## src/rtl/vx_ibuf_scoreboard.sv

```systemverilog
// Single-entry issue stage: holds one instruction, blocks it on RAW/WAW hazards against a busy bitmap.
// Latency 1 cycle accept-to-issue; in_ready falls only when the held entry cannot issue this cycle.
module vx_ibuf_scoreboard #(
  parameter int NUM_REGS = 32,
  parameter int DATA_W   = 64,
  parameter int CNT_W    = 16,
  localparam int RW      = $clog2(NUM_REGS)
) (
  input  logic              clk,
  input  logic              reset,
  input  logic              in_valid,
  input  logic [DATA_W-1:0] in_data,
  input  logic [RW-1:0]     in_rs1,
  input  logic [RW-1:0]     in_rs2,
  input  logic [RW-1:0]     in_rs3,
  input  logic [RW-1:0]     in_rd,
  input  logic              in_wb,
  output logic              in_ready,
  output logic              out_valid,
  output logic [DATA_W-1:0] out_data,
  output logic [RW-1:0]     out_rd,
  output logic              out_wb,
  input  logic              out_ready,
  input  logic              wb_valid,
  input  logic [RW-1:0]     wb_rd,
  output logic [CNT_W-1:0]  stall_cycles
);

  logic                entry_valid;
  logic [DATA_W-1:0]   e_data;
  logic [RW-1:0]       e_rs1, e_rs2, e_rs3, e_rd;
  logic                e_wb;
  logic [NUM_REGS-1:0] busy, busy_eff, busy_nxt;
  logic                hazard, issue, accept;

  // Writeback releases its register in the same cycle so a waiting consumer can issue immediately.
  always_comb begin
    busy_eff = busy;
    if (wb_valid) busy_eff[wb_rd] = 1'b0;
  end

  assign hazard    = entry_valid & (busy_eff[e_rs1] | busy_eff[e_rs2] | busy_eff[e_rs3] |
                                    (e_wb & busy_eff[e_rd]));
  assign out_valid = reset & entry_valid & ~hazard;
  assign issue     = out_valid & out_ready;
  assign in_ready  = reset & (~entry_valid | issue);
  assign accept    = in_valid & in_ready;

  assign out_data  = e_data;
  assign out_rd    = e_rd;
  assign out_wb    = e_wb;

  // Set is applied after the clear so a same-register issue/writeback leaves the bit busy.
  always_comb begin
    busy_nxt = busy_eff;
    if (issue && e_wb && (e_rd != '0)) busy_nxt[e_rd] = 1'b1;
    busy_nxt[0] = 1'b0;
  end

  always_ff @(posedge clk) begin
    if (!reset) begin
      entry_valid  <= 1'b0;
      busy         <= '0;
      stall_cycles <= '0;
    end else begin
      busy <= busy_nxt;
      if (accept)     entry_valid <= 1'b1;
      else if (issue) entry_valid <= 1'b0;
      if (hazard && (stall_cycles != {CNT_W{1'b1}}))
        stall_cycles <= stall_cycles + CNT_W'(1);
    end
  end

  always_ff @(posedge clk) begin
    if (accept) begin
      e_data <= in_data;
      e_rs1  <= in_rs1;
      e_rs2  <= in_rs2;
      e_rs3  <= in_rs3;
      e_rd   <= in_rd;
      e_wb   <= in_wb;
    end
  end

endmodule

```

## config.mk

```make
export PLATFORM = sky130hd
export DESIGN_NAME = vx_ibuf_scoreboard
export DESIGN_NICKNAME = d
export VERILOG_FILES = /design/src/rtl/vx_ibuf_scoreboard.sv
export SDC_FILE = /design/constraint.sdc
export NUM_CORES = 1
export LEC_CHECK = 0
export ABC_AREA = 1
export BUFFER_PORTS_ARGS = -buffer_cell sky130_fd_sc_hd__buf_2
export CAP_MARGIN = 20
export CORE_UTILIZATION = 45
export CTS_CLUSTER_SIZE = 16
export DETAILED_ROUTE_END_ITERATION = 8
export PLACE_DENSITY = 0.83
export SYNTH_ARGS = -nofsm -noshare
export SYNTH_HDL_FRONTEND = slang
export SYNTH_SLANG_ARGS = --single-unit
```

## constraint.sdc

```tcl
create_clock -name clk -period 8.7 [get_ports clk]
set_input_delay 0.435 -clock clk [delete_from_list [all_inputs] [get_ports clk]]
set_output_delay 0.435 -clock clk [all_outputs]
set_load 0.05 [all_outputs]
```

==> metrics.yaml <==
global_route:
  grt_usage_pct: 29.07
  top_usage_layer: "met2"
  grt_pass1_wl_um: 31510
  grt_max_degree: 76
  grt_util_met2_pct: 46.84
  grt_overflow: 0
  grtUsageMet1_pct: 35.61
  antenna_found_initial: 0
  first_global_vias: 5925
  grt_use_met3_pct: 7.613
clocking:
  ctsHoldBuffers: 0
  cts-resized-gates: 0
  clockBufferDepth: 2
  post-cts-setup-buffer-count: 0
  cts_max_level: 4
  cts_buffers: 17
  clock_sinks: 133
  clk_pin_slew_ns: 0.07
  root_buffer: "clkbuf_16"
  cts_tree: "done"
  clkLatencyLatePin_ns: 0.43
floorplan:
  start_util_pct: 46.21
  dieWidth_um: 121.4
  row_count: 43
  die_h_um: 121.4
  core-area_sq_um: 13880
  die_area_sq_um: 14730
  design.portCount: 183
yosys:
  synth_cell_types: 26
  synth_seq_cells: 133
  ys_top_cells_by_area: "edfxtp_1, dfxtp_1, nand2_1"
  yosys.area.top_type: "edfxtp_1"
  synth_nets: 875
  synth.top_cell.area_share_pct: 39.80
  synth_area_per_cell_sq_um: 8.233
  synth-seq-area-share_pct: 54.78
  syn_area_sq_um: 6414
  synthCells: 779
  ys_warn_count: 0
power:
  clock_power_share_pct: 44.5
  combPwrFrac_pct: 9.6
  power_density_nw_per_um2: 190.7
  power_frac_seq_pct: 45.9
  power_uw: 1531
  total_leakage_power_uw: 0.003346
  power.internal_uw: 1106
  switching_share_pct: 27.76
  p_sw_uw: 425.0
  ir_worst_vdd_uv: 145.7
hold_path:
  hp-start: "in_data[52]"
  min_path_cells: 1
  holdPathEnd: "out_data[52]"
  hold_class: "in -> reg"
critical_path:
  critPathKind: "reg -> reg"
  crit_path_max_fanout: 75
  reg2reg_to: "out_rd[4]"
  endpoint_kind: "flip-flop"
  reg2reg_from: "e_rs1[0]"
  worst_ep_required_time_ns: 8.75
  reg2reg_slack_ns: 4.52
  cp.arrival_ns: 4.23
  critPathLaunchType: "flip-flop"
  reg2reg_depth: 13
sta:
  finalCriticalPeriod_ns: 4.177
  finalCritPeriodShare_pct: 48.01
  rsz0062_at_grt: "no"
  setup-tns-final_ns: 0
  slew_headroom_pct: 25.80
  worst_pin_slew_ns: 1.113
  fin_skew_ns: 0.01325
  hold_viol: 0
  max_freq_mhz: 239.4
  slew_viol_final: 0
  setup_viol: 0
routing:
  drt_iter0_drc: 833
  drc_errors: 0
  detail_route.wl_per_cell_um: 18.16
  wl_um: 20900
  drtPass1Iterations: 6
  vias: 6410
  viasPerCell: 5.569
  postRouteAntennaNets: 0
finish:
  multi_input_area_sq_um: 2556
  areaGrowthSynthToFinish_pct: 25.20
  drive_above_1_share_pct: 23.79
  ff_latch_area_sq_um: 3513
  diodes: 0
  nets: 1054
  fillCellCount: 1265
place:
  dp_hpwl_um: 15240
  portBuffers: 182
  routabilityCongestion: 1.019
run:
  maxCapViolCount: 0
status:
  status: "finished, final reports clean"
-- critical path, stage by stage (launching register included) --
cell and delay (ns):
edfxtp_1 0.77, inv_1 0.45, nand3_1 0.20, nand3_1 0.13, nand3_1 0.12, nand3_1 0.08, nand3_1 0.08, nand2_1 0.06
nor2_2 0.17, nand3_1 0.16, o21ai_0 0.28, nand2_1 0.17, nor2_4 0.32, buf_4 0.77
-- cells by family after synthesis --
logic type      Yosys count  synth area share, %
xor+xnor                 10                1.366
flops                   133                54.78
fa+ha+maj                 1               0.1951
simple gates            489                33.44
buf+inv                  87                5.482
compound gates           59                4.741
-- layout make-up --
type / count / area share (%)
Clock buffer: 17 / 5.298
Clock inverter: 15 / 1.745
Timing Repair Buffer: 184 / 11.62
Multi-Input combinational cell: 559 / 31.83
Sequential cell: 133 / 43.75
Inverter: 63 / 2.945
Tap cell: 180 / 2.805
-- routing by layer --
layer	part of all wire, %	up-vias
li1	-	3012
met1	38	2907
met2	47	424
met3	11	67
met4	4.2	0
met5	0	-
-- power by group through the flow --
stage / sequential (uW) / combinational [uW] / clock [uW]
floorplan: 758 / 53.6 / 0
global placement: 716 / 144 / 0
detailed placement: 716 / 145 / 0
CTS: 703 / 145 / 688
global route: 705 / 156 / 713
finish: 703 / 147 / 681
-- synthesized netlist by cell type --
cell	count
dfxtp_1	48
inv_2	6
nor3_1	10
nand3_2	1
nand4_1	37
nor4_1	4
clkbuf_1	13
o21ai_0	5
a21boi_0	1
inv_1	57
buf_1	1
nor2_2	7
edfxtp_1	85
nor2_1	87
nor3b_1	1
a21boi_2	1
o21ai_1	3
xor2_1	8
ha_1	1
nand3_1	124
nand2_1	215
buf_2	5
buf_4	5
xnor2_1	2
nand3b_1	3
a21oi_1	49
-- metrics by stage --
step	cell area (sq um)	cells	hold WS (ns)	util, %	setup slack (ns)
global placement	7450	1118	0.4642	53.67	4.712
floorplan	6414	779	0.4797	-	2.502
finish	8030	1151	0.1764	57.85	4.523
detailed placement	7450	1118	0.4750	53.67	4.605
CTS	8015	1150	0.1685	57.74	4.679
global route	8030	1151	0.1662	57.85	4.228
-- layout by cell type, fill, tap and decap left out, drive strengths merged, types with 5 or more instances in the layout --
master / Yosys / final
nand2: 215 / 215
buf: 11 / 184
nand3: 125 / 125
nor2: 94 / 94
edfxtp: 85 / 85
inv: 63 / 70
a21oi: 49 / 49
dfxtp: 48 / 48
nand4: 37 / 37
clkbuf: 13 / 17
nor3: 10 / 10
xor2: 8 / 8
o21ai: 8 / 8
clkinv: 0 / 5
-- sequential cells by signal, indices dropped and copies added, names as in the netlist --
register	count
out_rd	5
stall_cycles	16
entry_valid	1
busy	31
e_rs2	5
e_rs3	5
out_wb	1
e_rs1	5
out_data	64
-- worst max path at each step --
| stage | start | end | cells past startpoint |
|---|---|---|---|
| final | e_rs1[0] | out_rd[4] | 13 |
| after global routing | e_rs1[0] | out_data[3] | 13 |
| after CTS | e_rs1[0] | out_data[3] | 13 |
| after detailed placement | wb_rd[4] | out_data[2] | 17 |
| after global placement | wb_rd[3] | out_data[43] | 18 |
| after floorplan | out_rd[0] | e_rs1[0] | 15 |
No activity file was read; power rests on OpenSTA's default activity.
